<file path="config.mk">
export PLATFORM = sky130hd
export DESIGN_NAME = dvp_camera_source
export DESIGN_NICKNAME = d
export VERILOG_FILES = /design/src/rtl/dvp_pkg.sv /design/src/rtl/dvp_pattern_gen.sv /design/src/rtl/dvp_camera_source.sv
export SDC_FILE = /design/constraint.sdc
export NUM_CORES = 1
export LEC_CHECK = 0
export ABC_CLOCK_PERIOD_IN_PS = 6100
export CAP_MARGIN = 0
export CORE_MARGIN = 10
export CORE_UTILIZATION = 59
export CTS_CLUSTER_DIAMETER = 200
export DETAILED_ROUTE_END_ITERATION = 10
export PLACE_DENSITY_LB_ADDON = 0.3
export SLEW_MARGIN = 10
export SYNTH_ARGS = -nofsm -noshare
export SYNTH_HDL_FRONTEND = slang
export SYNTH_SLANG_ARGS = --single-unit
</file>
<file path="constraint.sdc">
create_clock -name clk -period 6.1 [get_ports clk]
set_input_delay 1.83 -clock clk [delete_from_list [all_inputs] [get_ports clk]]
set_output_delay 1.83 -clock clk [all_outputs]
set_load 0.05 [all_outputs]
</file>
<file path="src/rtl/dvp_pkg.sv">
// Shared definitions for the DVP test-pattern source:
// pattern modes, colour-bar palette and frame FSM states.
package dvp_pkg;

   localparam logic [1:0] MODE_BARS  = 2'd0;
   localparam logic [1:0] MODE_RAMP  = 2'd1;
   localparam logic [1:0] MODE_SOLID = 2'd2;
   localparam logic [1:0] MODE_CHECK = 2'd3;

   localparam logic [15:0] C_WHITE   = 16'hFFFF;
   localparam logic [15:0] C_YELLOW  = 16'hFFE0;
   localparam logic [15:0] C_CYAN    = 16'h07FF;
   localparam logic [15:0] C_GREEN   = 16'h07E0;
   localparam logic [15:0] C_MAGENTA = 16'hF81F;
   localparam logic [15:0] C_RED     = 16'hF800;
   localparam logic [15:0] C_BLUE    = 16'h001F;
   localparam logic [15:0] C_BLACK   = 16'h0000;

   typedef enum logic [2:0] {
      ST_IDLE,
      ST_VSYNC,
      ST_VBACK,
      ST_ACTIVE,
      ST_VFRONT
   } state_e;

   function automatic logic [15:0] bar_colour(input logic [2:0] idx);
      logic [15:0] c;
      unique case (idx)
         3'd0:    c = C_WHITE;
         3'd1:    c = C_YELLOW;
         3'd2:    c = C_CYAN;
         3'd3:    c = C_GREEN;
         3'd4:    c = C_MAGENTA;
         3'd5:    c = C_RED;
         3'd6:    c = C_BLUE;
         default: c = C_BLACK;
      endcase
      return c;
   endfunction

endpackage

</file>
<file path="src/rtl/dvp_pattern_gen.sv">
// Combinational RGB565 test-pattern generator:
// maps pixel column/row, latched mode and frame parity to a colour.
module dvp_pattern_gen
   import dvp_pkg::*;
#(
   parameter int H_ACTIVE = 640
) (
   input  logic [1:0]  mode_i,
   input  logic [15:0] col_i,
   input  logic [5:0]  row_i,
   input  logic        frame_lsb_i,
   input  logic [15:0] solid_i,
   output logic [15:0] pix_o
);

   localparam int BAR_W = (H_ACTIVE / 8 > 0) ? H_ACTIVE / 8 : 1;

   logic [2:0] bar_idx;

   assign bar_idx = 3'(col_i / 16'(BAR_W));

   // Select the colour for the requested pattern
   always_comb begin
      pix_o = C_BLACK;
      unique case (mode_i)
         MODE_BARS:  pix_o = bar_colour(bar_idx);
         MODE_RAMP:  pix_o = {col_i[4:0], row_i, col_i[4:0]};
         MODE_SOLID: pix_o = solid_i;
         default:    pix_o = (col_i[3] ^ row_i[3] ^ frame_lsb_i) ? C_WHITE : C_BLACK;
      endcase
   end

endmodule

</file>
<file path="src/rtl/dvp_camera_source.sv">
// OV7670-style DVP transmitter with built-in test patterns.
// Outputs update on the clk where p_clock falls, stable at its rising edge.
module dvp_camera_source
   import dvp_pkg::*;
#(
   parameter int H_ACTIVE    = 640,
   parameter int H_TOTAL     = 784,
   parameter int VSYNC_LINES = 3,
   parameter int V_BACK      = 17,
   parameter int V_ACTIVE    = 480,
   parameter int V_FRONT     = 10
) (
   input  logic        clk,
   input  logic        resetn,
   input  logic        enable,
   input  logic [1:0]  mode,
   input  logic [15:0] solid_rgb,
   output logic        p_clock,
   output logic        vsync,
   output logic        href,
   output logic [7:0]  p_data,
   output logic        frame_start,
   output logic [15:0] frame_count
);

   localparam int H_BYTES     = 2 * H_TOTAL;
   localparam int V_TOTAL     = VSYNC_LINES + V_BACK + V_ACTIVE + V_FRONT;
   localparam int V_ACT_START = VSYNC_LINES + V_BACK;
   localparam int HW          = $clog2(H_BYTES);
   localparam int VW          = $clog2(V_TOTAL);

   localparam logic [HW-1:0] H_LAST      = HW'(H_BYTES - 1);
   localparam logic [HW-1:0] H_ACT_BYTES = HW'(2 * H_ACTIVE);
   localparam logic [VW-1:0] V_SYNC_LAST = VW'(VSYNC_LINES - 1);
   localparam logic [VW-1:0] V_BACK_LAST = VW'(V_ACT_START - 1);
   localparam logic [VW-1:0] V_ACT_LAST  = VW'(V_ACT_START + V_ACTIVE - 1);
   localparam logic [VW-1:0] V_LAST      = VW'(V_TOTAL - 1);
   localparam logic [VW-1:0] V_ROW0      = VW'(V_ACT_START);

   logic [1:0]    rst_sync_q;
   logic          rst_n;
   logic          pclk_q;
   logic          tick;
   logic          line_end;
   logic          start;
   state_e        state_q, state_d;
   logic [HW-1:0] hcnt_q, hcnt_d;
   logic [VW-1:0] vcnt_q, vcnt_d;
   logic [1:0]    mode_q, mode_d;
   logic [15:0]   solid_q, solid_d;
   logic [15:0]   fcnt_q, fcnt_d;
   logic          vsync_q, vsync_d;
   logic          href_q, href_d;
   logic [7:0]    pdata_q, pdata_d;
   logic          fstart_q;
   logic [15:0]   pix;

   // Reset asserts asynchronously and releases two clocks later
   always_ff @(posedge clk or negedge resetn) begin
      if (!resetn) rst_sync_q <= 2'b00;
      else         rst_sync_q <= {rst_sync_q[0], 1'b1};
   end

   assign rst_n    = rst_sync_q[1];
   assign tick     = pclk_q;
   assign line_end = (hcnt_q == H_LAST);

   // Free-running byte clock divider
   always_ff @(posedge clk or negedge rst_n) begin
      if (!rst_n) pclk_q <= 1'b0;
      else        pclk_q <= ~pclk_q;
   end

   // Frame FSM state and position counters
   always_ff @(posedge clk or negedge rst_n) begin
      if (!rst_n) begin
         state_q <= ST_IDLE;
         hcnt_q  <= '0;
         vcnt_q  <= '0;
         mode_q  <= MODE_BARS;
         solid_q <= '0;
         fcnt_q  <= '0;
      end else begin
         state_q <= state_d;
         hcnt_q  <= hcnt_d;
         vcnt_q  <= vcnt_d;
         mode_q  <= mode_d;
         solid_q <= solid_d;
         fcnt_q  <= fcnt_d;
      end
   end

   // Advance position on p_clock fall; states change only at line wrap
   always_comb begin
      state_d = state_q;
      hcnt_d  = hcnt_q;
      vcnt_d  = vcnt_q;
      start   = 1'b0;
      if (tick) begin
         hcnt_d = line_end ? '0 : hcnt_q + 1'b1;
         if (line_end) begin
            unique case (state_q)
               ST_IDLE: begin
                  vcnt_d = '0;
                  if (enable) begin
                     state_d = ST_VSYNC;
                     start   = 1'b1;
                  end
               end
               ST_VSYNC: begin
                  vcnt_d = vcnt_q + 1'b1;
                  if (vcnt_q == V_SYNC_LAST) state_d = ST_VBACK;
               end
               ST_VBACK: begin
                  vcnt_d = vcnt_q + 1'b1;
                  if (vcnt_q == V_BACK_LAST) state_d = ST_ACTIVE;
               end
               ST_ACTIVE: begin
                  vcnt_d = vcnt_q + 1'b1;
                  if (vcnt_q == V_ACT_LAST) state_d = ST_VFRONT;
               end
               ST_VFRONT: begin
                  vcnt_d = vcnt_q + 1'b1;
                  if (vcnt_q == V_LAST) begin
                     vcnt_d  = '0;
                     state_d = enable ? ST_VSYNC : ST_IDLE;
                     start   = enable;
                  end
               end
               default: state_d = ST_IDLE;
            endcase
         end
      end
   end

   // Frame-start bookkeeping: latch pattern settings, count frames
   always_comb begin
      mode_d  = mode_q;
      solid_d = solid_q;
      fcnt_d  = fcnt_q;
      if (start) begin
         mode_d  = mode;
         solid_d = solid_rgb;
         fcnt_d  = fcnt_q + 16'd1;
      end
   end

   dvp_pattern_gen #(
      .H_ACTIVE (H_ACTIVE)
   ) u_pattern (
      .mode_i      (mode_q),
      .col_i       (16'(hcnt_d >> 1)),
      .row_i       (6'(vcnt_d - V_ROW0)),
      .frame_lsb_i (fcnt_q[0]),
      .solid_i     (solid_q),
      .pix_o       (pix)
   );

   // Output values for the byte slot being entered
   always_comb begin
      vsync_d = (state_d == ST_VSYNC);
      href_d  = (state_d == ST_ACTIVE) && (hcnt_d < H_ACT_BYTES);
      pdata_d = 8'h00;
      if (href_d) pdata_d = hcnt_d[0] ? pix[7:0] : pix[15:8];
   end

   // Output registers, loaded only when p_clock falls
   always_ff @(posedge clk or negedge rst_n) begin
      if (!rst_n) begin
         vsync_q  <= 1'b0;
         href_q   <= 1'b0;
         pdata_q  <= 8'h00;
         fstart_q <= 1'b0;
      end else begin
         fstart_q <= start;
         if (tick) begin
            vsync_q <= vsync_d;
            href_q  <= href_d;
            pdata_q <= pdata_d;
         end
      end
   end

   assign p_clock     = pclk_q;
   assign vsync       = vsync_q;
   assign href        = href_q;
   assign p_data      = pdata_q;
   assign frame_start = fstart_q;
   assign frame_count = fcnt_q;

endmodule

</file>
[Word-level counts from Yosys, hierarchy flattened]
Cells that the tools add are included.
Storage, ports and cells
  flip-flop bits (word level): 71
  logic and storage cells: 70
Cells by class
  $add $sub $neg: 4
  div/mod/pow operators: 1
  magnitude comparators: 1
  equality and inequality tests: 19
  muxes and demuxes: 25
  bitwise operators: 3
  reduce and logical (&&, ||, !) cells: 5
Operators with widths (count)
  one-hot mux 16 bit (7 select lines): 1
  one-hot mux 16 bit (3 select lines): 1
  2-to-1 mux 9 bit: 3
  one-hot mux 9 bit (3 select lines): 1
  2-to-1 mux 11 bit: 2
  2-to-1 mux 3 bit: 7
  equality test 9 bit (second input constant): 2
  adder 16 x 1 -> 16 bit (second input constant): 1
  divider 10 x 7 -> 16 bit (second input constant): 1
  2-to-1 mux 16 bit: 1
  2-to-1 mux 8 bit: 2
  equality test 3 x 2 -> 1 bit (second input constant): 5
  one-hot mux 3 bit (5 select lines): 1
  equality test 3 bit (second input constant): 4
  adder 11 x 1 -> 11 bit (second input constant): 1
  equality test 11 bit (second input constant): 1
  less-than comparator 11 bit (second input constant): 1
  adder 9 x 1 -> 9 bit (second input constant): 1
  equality test 3 x 1 -> 1 bit (second input constant): 3
  equality test 9 x 2 -> 1 bit (second input constant): 1
  equality test 9 x 5 -> 1 bit (second input constant): 1
  zero test 3 bit: 2
  subtractor 6 x 5 -> 6 bit (second input constant): 1
  2-to-1 mux 1 bit: 5
  other kinds (8): 9

[Longest topological paths before layout]
Gate-level depths: netlist (run 1).
  depth in word-level cells: 12
  gate-level depth with buffers: 16
  depth with buffers taken out: 14

[Modules after synthesis]
A second synthesis (run 1) with hierarchy kept.
Second synthesis, totals
  cells, all modules: 576
  area total of the unflattened synthesis: 5007.3 sq um
Modules (own cells, without submodules)
  dvp_camera_source: instances 1, cells an instance 350, area each 3482.1 sq um, seq. area each 1776.7 sq um
  dvp_pattern_gen: instances 1, cells an instance 226, area each 1525.2 sq um, seq. area each 0.0 sq um

[Least setup slack after synthesis (run 1)]
No wires, ideal clock.
  path type: register -> register
  from: register pclk_q (netlist: p_clock)
  to: register pdata_q[1] (netlist: p_data[1])
  library setup time: 0.101 ns
  arrival: 2.870 ns
  data required time: 5.999 ns
  setup slack: 3.129 ns
  stages on the path, launching flop included: 15
  buffers on the path: 3
  cell sequence: dfrtp_1 -> and4_4 -> buf_6 -> and4_4 -> buf_6 -> and3_1 -> buf_2 -> nor2_1 -> inv_1 -> ha_1 -> xor2_1 -> xnor2_1 -> nor2_1 -> or2_1 -> o32ai_1
On the way
  cells in the longest elaborated chain, start to end: 8
  elaborated cells between the ends (all ways): 22
  classes of those cells: add/sub: 1; div: 1; order compare: 1; eq/ne: 7; mux: 8; bitwise: 2; reduce/logical: 2
Ends and longest elaborated chain
  start: declaration: RTL line dvp_camera_source.sv:42  | logic pclk_q;
  start signal: assignment: RTL line dvp_camera_source.sv:71  | else pclk_q <= ~pclk_q;
  2-to-1 mux 9 bit (*): RTL line dvp_camera_source.sv:99  | if (tick) begin
  net vcnt_d[2]: RTL line dvp_camera_source.sv:48  | logic [VW-1:0] vcnt_q, vcnt_d;
  subtractor 6 x 5 -> 6 bit (*): RTL line dvp_camera_source.sv:153  | .row_i (6'(vcnt_d - V_ROW0)),
  bitwise XOR 1 bit (2 in series): RTL line dvp_pattern_gen.sv:29  | default: pix_o = (col_i[3] ^ row_i[3] ^ frame_lsb_i) ? C_WHITE : C_BLACK;
  2-to-1 mux 16 bit: RTL line dvp_pattern_gen.sv:29
  one-hot mux 16 bit (3 select lines) (*): RTL line dvp_pattern_gen.sv:25  | unique case (mode_i)
  2-to-1 mux 8 bit (*) (2 in series): RTL line dvp_camera_source.sv:164  | if (href_d) pdata_d = hcnt_d[0] ? pix[7:0] : pix[15:8];
  end signal: assignment: RTL line dvp_camera_source.sv:179  | pdata_q <= pdata_d;
  end: declaration: RTL line dvp_camera_source.sv:54  | logic [7:0] pdata_q, pdata_d;
Mark *: on every way through the listed nets, which the timed path passes. The rest lies on a longest branch.
A chain may end at the register's enable or synchronous reset.

[Worst setup path in the final report (run 1)]
  from: input port enable
  to: register fcnt_q[15] (netlist: frame_count[15])
On the way
  cells in the longest elaborated chain, start to end: 4
  elaborated cells between the ends (all ways): 5
  classes of those cells: mux: 5
Ends and longest elaborated chain
  start: declaration: RTL line dvp_camera_source.sv:15  | input logic enable,
  2-to-1 mux 1 bit, on equally long branches: RTL line dvp_camera_source.sv:124, dvp_camera_source.sv:105
  one-hot mux 1 bit (2 select lines) (*): RTL line dvp_camera_source.sv:102  | unique case (state_q)
  2-to-1 mux 1 bit (*): RTL line dvp_camera_source.sv:101  | if (line_end) begin
  2-to-1 mux 1 bit (*): RTL line dvp_camera_source.sv:99
  end signal: assignment: RTL line dvp_camera_source.sv:89  | fcnt_q <= fcnt_d;
  end: declaration: RTL line dvp_camera_source.sv:51  | logic [15:0] fcnt_q, fcnt_d;
Mark *: on every way between the ends. The rest lies on a longest branch, timed or not.

==> results.tsv, run 1 <==
stage	metric	value	unit
clock_network	clk buf depth	2	
sta	final hold vios	0	
route	First-pass DRT Iterations	4	
worst_setup_path	Critical Path AT	3.97	ns
synthesis	#FFs+latches synth	71	
sta	Sum Neg Setup Slack	0	ns
sta	max-slew violations	0	
grt	global route hottest layer	met2	
run_status	outcome	completed	
clock_network	# clock sinks	71	
grt	Total Routing Usage GR	19.1	%
synthesis	register area share after synthesis	44.3	%
synthesis	top cells by count, synth	nand2_1, dfrtp_1, nor2_1	
synthesis	Yosys warnings	0	
grt	first-pass GRT wire length	16.1	mm
clock_network	Post-CTS Setup Bufs	0	
die	site row count	30	
sta	minimum clock period	3.73	ns
synthesis	post-synthesis cell area	0.00402	sq mm
sta	Max Clock Freq	268	MHz
worst_setup_path	Critical Path Fanout Max	26	
grt	GR Layer Usage met3	4.29	%
power	pwr/cell area	209	mW/mm^2
clock_network	Root Buffer	clkbuf_8	
placed_design	DP HPWL	6.76	mm
synthesis	Main synth FF type	dfrtp_1	
worst_setup_path	crit-path leading delay family	simple AND/OR/NAND/NOR gates	
finish	design area	0.00475	sq mm
synthesis	synth unique cells	66	
synthesis	Post-Synthesis Cells	458	
clock_network	TritonCTS clock tree	yes	
synthesis	Syn Area/Cell	8.77	sq um
die	Die H	102	um
die	Chip Width	102	um
worst_hold_path	worst hold stages	0	
worst_setup_path	Crit-path slowest cell	inv_2	
sta	Slew headroom	41.7	%
worst_setup_path	Worst path depth	7	
finish	layout cell share with drive strength beyond 1	6.63	%
finish	Ant. Diodes	0	
worst_setup_path	critical path's most frequent cell	nand3_1	
synthesis	share of async-settable or async-resettable flops after synthesis	100	%
route	Routed WL	9.63	mm
clock_network	clock-pin slew of the registers on the worst-case setup and hold paths	0.08	ns
synthesis	ranking of synthesized cells by area	dfrtp_1, nand2_1, xnor2_1	
route	WL/cell	16.7	um
sta	Worst Clk Skew	0.0115	ns
job	Maximum Capacitance Violations	0	
route	Vias	3476	
placed_design	placed cell area	0.00448	sq mm
route	DRC violations left	0	
route	Post-DRT Antenna Nets	0	
grt	met1 usage	24.7	%
placed_design	# port buffers	48	
synthesis	most instantiated library cell after synthesis	nand2_1	
worst_hold_path	worst hold path type	flop to flop	
worst_setup_path	CP endpoint kind	flop	
synthesis	Post-synth EDFFs	0	
die	Initial Util	59.8	%
die	core footprint	0.00672	sq mm
sta	Worst Tran Pin Value	0.850	ns
grt	vias in the first global route	3404	
sta	WHS	0.356	ns
grt	largest net degree at the start of global routing	70	
worst_setup_path	WS Path Type	input port to flop	
synthesis	Synth top area share	44.3	%
finish	synthesis-to-finish area growth	18.4	%
finish	Final nets	520	
worst_setup_path	crit path from	enable	
worst_setup_path	FF-to-FF Start	p_clock	
worst_setup_path	Critical Path RT	6.34	ns
worst_setup_path	critical path, cell by cell	clkdlybuf4s50_1, nand2_1, inv_2, nand3_1, nor3_2, nand3_1, xnor2_1	
route	initial drt markers	205	
grt	grt ovf	0	
die	# IOs	49	
sta	final setup vio count	0	
worst_setup_path	crit start category	input port	
finish	Final Core Density	70.8	%
power	total power draw	996	uW
grt	met2 usage	30.7	%
sta	RSZ-0062 raised after global routing	false	
placed_design	GP Congestion	0.876	
synthesis	Synth area leader	dfrtp_1	
grt	number of antenna violations at the first check in global routing	0	
clock_network	H-tree depth	3	
route	Via density	6.01	
die	die area	0.0105	sq mm
worst_setup_path	slowest stage delay, CP	0.51	ns
worst_setup_path	Bufs and invs on worst path	2	
clock_network	# resized after CTS	0	
worst_setup_path	Worst R2R Path Depth	9	
clock_network	later-pin clock latency in the skew report	0.35	ns
sta	fin crit share	61.2	%
clock_network	total CTS buffers	9	
synthesis	Post-Syn Nets	485	
power	Pleak	2.00	nW
worst_hold_path	HP Start	rst_sync_q[0]	
clock_network	Hold Buf Count CTS	0	
power	maximum vdd ir drop	176	uV
## layout make-up
class                           count  area (sq um)
Multi-Input combinational cell    343          2050
Tap cell                           80           100
Clock buffer                       11           141
Fill cell                         508          1960
Inverter                           19          71.3
Sequential cell                    71          1780
Clock inverter                      5           129
Timing Repair Buffer               49           488
## per-layer routing
layer	vias up	part of all wire [%]
li1	1683	-
met1	1672	43
met2	106	50
met3	15	5.4
met4	0	1.6
met5	-	0
## state kept, by name, indices dropped and copies added, names as in the netlist
signal       cells
vcnt_q           9
p_clock          1
frame_start      1
state_q          3
mode_q           2
solid_q         16
hcnt_q          11
frame_count     16
vsync            1
p_data           8
href             1
rst_sync_q       2
## metrics by stage
stage	instances	worst slack [ns]
after global placement	562	2.09
after detailed placement	562	2.00
after CTS	578	2.35
after floorplan	458	3.13
after global routing	578	2.15
final	578	2.37
## where the power goes
group	total [mW]	internal, mW	leakage (nW)	switching (mW)
combinational	0.0221	0.0116	0.914	0.0105
sequential	0.471	0.471	0.956	0.000133
clock	0.503	0.325	0.134	0.177
total	0.996	0.808	2.00	0.188
## cells by family (layout without fill, tap and decap cells)
| group | after synthesis | after routing | synth area share, % |
|---|---|---|---|
| mux | 1 | 1 | 0.249 |
| compound gates | 84 | 84 | 14.0 |
| other cells | 1 | 1 | 0.0934 |
| buf+inv | 44 | 84 | 4.77 |
| flops | 71 | 71 | 44.3 |
| fa+ha+maj | 7 | 7 | 2.15 |
| simple gates | 219 | 219 | 27.8 |
| xor+xnor | 31 | 31 | 6.76 |
## cell usage in the layout, fill, tap and decap left out, types with 3 or more instances in the layout
cell type        count
a21oi_1             23
a31oi_1              4
and3_1               4
and4_1               8
bufinv_16            4
clkbuf_8            10
clkdlybuf4s50_1     48
dfrtp_1             70
ha_1                 6
inv_1               16
nand2_1             82
nand3_1             17
nand4_1             22
nor2_1              46
nor2b_1              3
nor3_1               8
nor4_1               4
nor4bb_1             3
o211ai_1             5
o21ai_0             16
o21ai_1              5
o2bb2ai_1            4
o31ai_1              4
or3_1                3
xnor2_1             26
xor2_1               5
## path summary, 6_finish.rpt
| path | slack, ns | endpoint |
|---|---|---|
| max in group asynchronous | 4.30 | rst_sync_q[1] |
| max reg2reg | 2.56 | frame_count[15] |
| min reg2reg | 0.36 | rst_sync_q[1] |
| min | 0.36 | rst_sync_q[1] |
| max | 2.37 | frame_count[15] |
| min in group asynchronous | 0.45 | vcnt_q[7] |
(Power assumes the default switching activity.)
==> inputs of run 2 (changes only) <==
- ABC_CLOCK_PERIOD_IN_PS: 6100 -> 3700
- CORE_UTILIZATION: 59 -> 56
- clock period: 6.1 -> 3.7 ns (I/O delays scaled with it)
==> results.tsv, run 2 (synthesized netlist as in run 1, its figures left out) <==
stage	metric	value	unit	change
die	die area	0.0110	sq mm	was 0.0105 sq mm
worst_setup_path	critical path's most frequent cell	nor2_1		was nand3_1
grt	number of antenna violations at the first check in global routing	0		unchanged
clock_network	TritonCTS clock tree	yes		unchanged
worst_setup_path	Critical Path RT	3.97	ns	was 6.34 ns
worst_setup_path	Worst R2R Path Depth	12		was 9
route	Vias	3501		was 3,476
finish	synthesis-to-finish area growth	17.5	%	was 18.4%
sta	Sum Neg Setup Slack	0	ns	unchanged
grt	first-pass GRT wire length	16.3	mm	was 16.1 mm
power	total power draw	1.43	mW	was 996 uW
placed_design	dpl cells	580		was 562
clock_network	later-pin clock latency in the skew report	0.35	ns	about the same
worst_setup_path	crit start category	flop		was input port
finish	layout cell share with drive strength beyond 1	7.00	%	was 6.63%
finish	design area	0.00472	sq mm	was 0.00475 sq mm
worst_setup_path	FF-to-FF Start	hcnt_q[9]		was p_clock
finish	FILL cells	539		was 508
route	WL/cell	16.2	um	was 16.7 um
run_status	outcome	completed		unchanged
worst_setup_path	crit-path leading delay family	simple AND/OR/NAND/NOR gates		unchanged
finish	most common cell after layout, fill and taps aside	nand2_1		unchanged
die	core footprint	0.00687	sq mm	was 0.00672 sq mm
finish	Ant. Diodes	0		unchanged
finish	footprint of the multi-input gates	0.00205	sq mm	unchanged
worst_setup_path	critical path, cell by cell	nor2b_1, and4_4, and3_1, nor2_1, inv_1, ha_1, xor2_1, xnor2_1, nor2_1, nor2_1, o31ai_1, o21ai_1		was clkdlybuf4s50_1, nand2_1, inv_2, nand3_1, nor3_2, nand3_1, xnor2_1
worst_hold_path	worst hold path type	flop to async pin		was flop to flop
worst_setup_path	Bufs and invs on worst path	1		was 2
placed_design	Post-Place Setup Slack	0.541	ns	was 2.00 ns
grt	largest net degree at the start of global routing	48		was 70
worst_setup_path	slowest stage delay, CP	0.70	ns	was 0.51 ns
clock_network	Root Buffer	clkbuf_8		unchanged
route	Via density	5.87		was 6.01
power	Pleak	1.97	nW	was 2.00 nW
worst_setup_path	CP endpoint kind	flop		unchanged
finish	register area	0.00178	sq mm	unchanged
power	Net Sw Power	321	uW	was 188 uW
sta	Max Clock Freq	313	MHz	
sta	final worst setup slack	0.501	ns	was 2.37 ns
placed_design	# port buffers	48		unchanged
grt	global route hottest layer	met2		unchanged
worst_setup_path	Crit-path slowest cell	dfrtp_1		was inv_2
power	sw frac	22.4	%	was 18.9%
power	Combinational Power Share	2.3	%	was 2.2%
worst_setup_path	Critical Path Fanout Max	19		was 26
grt	vias in the first global route	3384		was 3,404
sta	max-slew violations	0		unchanged
clock_network	Hold Buf Count CTS	0		unchanged
die	Chip Width	105	um	was 102 um
placed_design	DP HPWL	7.07	mm	was 6.76 mm
sta	final hold vios	0		unchanged
placed_design	GP Congestion	0.890		was 0.876
finish	commonest cells after routing, fill and taps aside	nand2_1, dfrtp_1, clkdlybuf4s50_1		unchanged
grt	GR Layer Usage met3	4.85	%	was 4.29%
route	First-pass DRT Iterations	4		unchanged
clock_network	clock-pin slew of the registers on the worst-case setup and hold paths	0.08	ns	about the same
sta	Worst Tran Pin Value	0.924	ns	was 0.850 ns
clock_network	# resized after CTS	0		unchanged
grt	met1 usage	22.4	%	was 24.7%
die	Die H	105	um	was 102 um
power	pwr/cell area	303	mW/mm^2	was 209 mW/mm^2
worst_setup_path	Reg2Reg Capture Point	p_data[3]		was frame_count[15]
worst_setup_path	crit path from	hcnt_q[9]		was enable
worst_setup_path	WS Path Type	flop to flop		was input port to flop
route	Post-DRT Antenna Nets	0		unchanged
die	Initial Util	58.5	%	was 59.8%
sta	minimum clock period	3.20	ns	
sta	fin crit share	86.5	%	
grt	Total Routing Usage GR	17.6	%	was 19.1%
clock_network	# clock sinks	71		unchanged
power	clock network power share	43.2	%	was 50.5%
worst_setup_path	FF-to-FF setup slack	0.50	ns	was 2.56 ns
sta	Slew headroom	36.6	%	was 41.7%
finish	Finished Layout Cells	596		was 578
die	# IOs	49		unchanged
sta	Worst Clk Skew	0.0129	ns	was 0.0115 ns
placed_design	placed cell area	0.00452	sq mm	was 0.00448 sq mm
route	Routed WL	9.64	mm	was 9.63 mm
sta	final setup vio count	0		unchanged
route	DRC violations left	0		unchanged
worst_setup_path	Critical Path AT	3.47	ns	was 3.97 ns
clock_network	Post-CTS Setup Bufs	0		unchanged
power	maximum vdd ir drop	244	uV	was 176 uV
route	initial drt markers	218		was 205
power	Sequential Power Share	54.6	%	was 47.3%
clock_network	total CTS buffers	9		unchanged
clock_network	H-tree depth	3		unchanged
job	Maximum Capacitance Violations	0		unchanged
clock_network	clk buf depth	2		unchanged
power	Pint	1.11	mW	was 808 uW
grt	met2 usage	27.8	%	was 30.7%
grt	grt ovf	0		unchanged
die	site row count	30		unchanged
sta	RSZ-0062 raised after global routing	false		unchanged
finish	Final nets	522		was 520
==> run 2: changes by cell type in the layout (fill, tap and decap cells not counted), sizes merged <==
cell      before  now
bufinv         4    1
buf            1    3
clkbuf        11   10
inv           18   19
clkinvlp       0    3
==> run 2: final cells by class <==
type                       count  share of cell area [%]
sequential                    71                    37.7
clock inverter                 6                    1.49
timing repair buffer          51                    10.7
multi-input combinational    343                    43.4
inverter                      19                    1.51
tap                           96                    2.55
clock buffer                  10                    2.71
==> run 2: power groups by stage <==
stage / Clock [mW] / Combinational, mW / Sequential (mW)
2_1_floorplan: 0 / 0.000328 / 0.803
3_3_place_gp: 0 / 0.0327 / 0.796
3_5_place_dp: 0 / 0.0329 / 0.797
4_1_cts: 0.630 / 0.0330 / 0.781
5_1_grt: 0.667 / 0.0353 / 0.782
6_report: 0.618 / 0.0322 / 0.781
==> run 2: worst max-delay path by stage <==
stage / end / slack (ns) / cells past startpoint
after floorplan: p_data[1] / 0.73 / 14
after global placement: p_data[6] / 0.71 / 12
after detailed placement: p_data[6] / 0.54 / 12
after CTS: p_data[6] / 0.52 / 12
after global routing: p_data[3] / 0.30 / 12
final: p_data[3] / 0.50 / 12
==> run 2: per-stage QoR <==
step	hold slack, ns	util [%]
global route	0.276	68.7
detailed placement	0.239	65.8
CTS	0.242	68.7
floorplan	0.331	-
global placement	0.229	65.8
finish	0.223	68.7
==> run 2: metal layers <==
metal	vias up	wire length [um]	part of all wire, %
li1	1690	-	-
met1	1690	4330	45
met2	105	4500	47
met3	16	624	6.5
met4	0	186	1.9
met5	-	0	0
==> inputs of run 3 (changes only) <==
--- a/config.mk
+++ b/config.mk
@@ -17,2 +17,3 @@
 export SYNTH_HDL_FRONTEND = slang
 export SYNTH_SLANG_ARGS = --single-unit
+export TNS_END_PERCENT = 10
==> constraint.sdc (replaced) <==
create_clock -name clk -period 3.7 [get_ports clk]
set_input_delay 0.925 -clock clk [delete_from_list [all_inputs] [get_ports clk]]
set_output_delay 0.925 -clock clk [all_outputs]
set_load 0.05 [all_outputs]
==> results.tsv, run 3 (synthesized netlist as in run 1, its figures left out) <==
stage	metric	value	unit	change
placed_design	GP Congestion	0.911		was 0.890
sta	final worst setup slack	0.501	ns	about the same
worst_setup_path	crit-path leading delay family	simple AND/OR/NAND/NOR gates		unchanged
grt	grt ovf	0		unchanged
placed_design	Post-Place Setup Slack	0.543	ns	was 0.541 ns
sta	minimum clock period	3.20	ns	about the same
placed_design	DP HPWL	7.23	mm	was 7.07 mm
clock_network	H-tree depth	3		unchanged
clock_network	# clock sinks	71		unchanged
power	pwr/cell area	315	mW/mm^2	was 303 mW/mm^2
sta	max-slew violations	0		unchanged
finish	most common cell after layout, fill and taps aside	nand2_1		unchanged
clock_network	# resized after CTS	0		unchanged
clock_network	Hold Buf Count CTS	0		unchanged
power	Pleak	1.99	nW	was 1.97 nW
grt	Total Routing Usage GR	17.9	%	was 17.6%
power	Net Sw Power	317	uW	was 321 uW
die	die area	0.0110	sq mm	unchanged
clock_network	clock-pin slew of the registers on the worst-case setup and hold paths	0.08	ns	about the same
worst_setup_path	crit start category	flop		unchanged
grt	met2 usage	29.3	%	was 27.8%
power	maximum vdd ir drop	279	uV	was 244 uV
clock_network	total CTS buffers	9		unchanged
worst_setup_path	Bufs and invs on worst path	1		unchanged
worst_setup_path	slowest stage delay, CP	0.55	ns	was 0.70 ns
sta	final setup vio count	0		unchanged
route	WL/cell	16.4	um	was 16.2 um
route	First-pass DRT Iterations	7		was 4
sta	RSZ-0062 raised after global routing	false		unchanged
grt	largest net degree at the start of global routing	47		was 48
sta	Sum Neg Setup Slack	0	ns	unchanged
worst_setup_path	WS Path Type	flop to flop		unchanged
worst_setup_path	CP endpoint kind	flop		unchanged
route	DRC violations left	0		unchanged
worst_setup_path	FF-to-FF setup slack	0.50	ns	about the same
finish	Final Core Density	69.1	%	was 68.7%
die	# IOs	49		unchanged
clock_network	TritonCTS clock tree	yes		unchanged
finish	Final nets	523		was 522
sta	Worst Clk Skew	0.0101	ns	was 0.0129 ns
worst_setup_path	Critical Path RT	3.96	ns	was 3.97 ns
grt	first-pass GRT wire length	16.5	mm	was 16.3 mm
sta	fin crit share	86.5	%	about the same
power	Sequential Power Share	52.5	%	was 54.6%
die	Initial Util	58.5	%	unchanged
worst_setup_path	Critical Path Fanout Max	15		was 19
die	Die H	105	um	unchanged
placed_design	# port buffers	48		unchanged
clock_network	Root Buffer	clkbuf_8		unchanged
run_status	outcome	completed		unchanged
placed_design	placed cell area	0.00453	sq mm	was 0.00452 sq mm
finish	design area	0.00475	sq mm	was 0.00472 sq mm
route	Vias	3565		was 3,501
finish	Ant. Diodes	0		unchanged
grt	GR Layer Usage met3	3.44	%	was 4.85%
route	Post-DRT Antenna Nets	0		unchanged
route	Via density	5.97		was 5.87
clock_network	later-pin clock latency in the skew report	0.34	ns	was 0.35 ns
finish	footprint of the multi-input gates	0.00205	sq mm	unchanged
grt	vias in the first global route	3438		was 3,384
worst_setup_path	Critical Path AT	3.46	ns	was 3.47 ns
worst_setup_path	Crit-path slowest cell	dfrtp_1		unchanged
sta	Slew headroom	34.5	%	was 36.6%
grt	met1 usage	22.4	%	about the same
worst_setup_path	critical path's most frequent cell	nor2_1		unchanged
job	Maximum Capacitance Violations	0		unchanged
sta	Worst Tran Pin Value	0.982	ns	was 0.924 ns
die	core footprint	0.00687	sq mm	unchanged
grt	global route hottest layer	met2		unchanged
power	Pint	1.18	mW	was 1.11 mW
finish	synthesis-to-finish area growth	18.3	%	was 17.5%
route	initial drt markers	195		was 218
sta	final hold vios	0		unchanged
power	clock network power share	45.6	%	was 43.2%
power	sw frac	21.2	%	was 22.4%
clock_network	Post-CTS Setup Bufs	0		unchanged
clock_network	clk buf depth	2		unchanged
route	Routed WL	9.81	mm	was 9.64 mm
die	site row count	30		unchanged
worst_setup_path	critical path, cell by cell	nor4b_4, and4_4, and3_1, nor2_1, inv_1, ha_1, xor2_1, xnor2_1, nor2_1, nor2_1, o31ai_1, o21ai_1		was nor2b_1, and4_4, and3_1, nor2_1, inv_1, ha_1, xor2_1, xnor2_1, nor2_1, nor2_1, o31ai_1, o21ai_1
grt	number of antenna violations at the first check in global routing	0		unchanged
finish	commonest cells after routing, fill and taps aside	nand2_1, dfrtp_1, clkdlybuf4s50_1		unchanged
finish	layout cell share with drive strength beyond 1	7.19	%	was 7.00%
finish	FILL cells	568		was 539
power	Combinational Power Share	1.9	%	was 2.3%
sta	Max Clock Freq	313	MHz	about the same
worst_hold_path	worst hold path type	flop to flop		was flop to async pin
finish	register area	0.00178	sq mm	unchanged
die	Chip Width	105	um	unchanged
## run 3: changes by cell type in the layout (fill, tap and decap cells not counted), sizes merged
cell and change:
clkinvlp -2, bufinv +1, buf +1, clkinv +1
## run 3: worst reg2reg max path, delay by kind of cell, from the launching register on
family                   cells  cell delay [ns]
buffers and inverters        1             0.09
XOR/XNOR                     2             0.31
AO/OA/AOI/OAI                2             0.33
AND/OR/NAND/NOR              6             1.60
adder cells (fa/ha/maj)      1             0.25
flip-flops                   1             0.55
## run 3: power groups by stage
stage / sequential, mW / clock (mW) / combinational, mW
final: 0.786 / 0.683 / 0.0279
after global routing: 0.787 / 0.731 / 0.0301
after CTS: 0.786 / 0.696 / 0.0281
after detailed placement: 0.802 / 0 / 0.0280
after global placement: 0.802 / 0 / 0.0278
after floorplan: 0.803 / 0 / 0.000328
## run 3: final timing paths
check / endpoint / depth (start not counted) / from
min in group asynchronous: solid_q[6] / 0 / rst_sync_q[1]
worst min-delay path: rst_sync_q[1] / 0 / rst_sync_q[0]
worst max-delay path: p_data[4] / 12 / hcnt_q[7]
worst max register to register: p_data[4] / 12 / hcnt_q[7]
worst min register to register: rst_sync_q[1] / 0 / rst_sync_q[0]
max in group asynchronous: frame_count[14] / 1 / rst_sync_q[1]
## run 3: area by class of cell
class / count / share of cell area (%)
multi-input cells: 343 / 43.1
flip-flops and latches: 71 / 37.4
repair buffers: 52 / 10.8
clock buffers: 10 / 2.69
well taps: 96 / 2.53
clock inverters: 6 / 1.98
inverters: 19 / 1.50
## run 3: routing by layer
layer / part of all wire (%) / routed length, um
met1: 45 / 4390
met2: 48 / 4740
met3: 5.1 / 502
met4: 1.8 / 175
met5: 0 / 0
## run 3: through the flow
step           cells  hold WS [ns]  power [mW]
2_1_floorplan    458         0.331       0.803
3_3_place_gp     581         0.334       0.829
3_5_place_dp     581         0.347       0.830
4_1_cts          597         0.365        1.51
5_1_grt          597         0.370        1.55
6_report         597         0.360        1.50
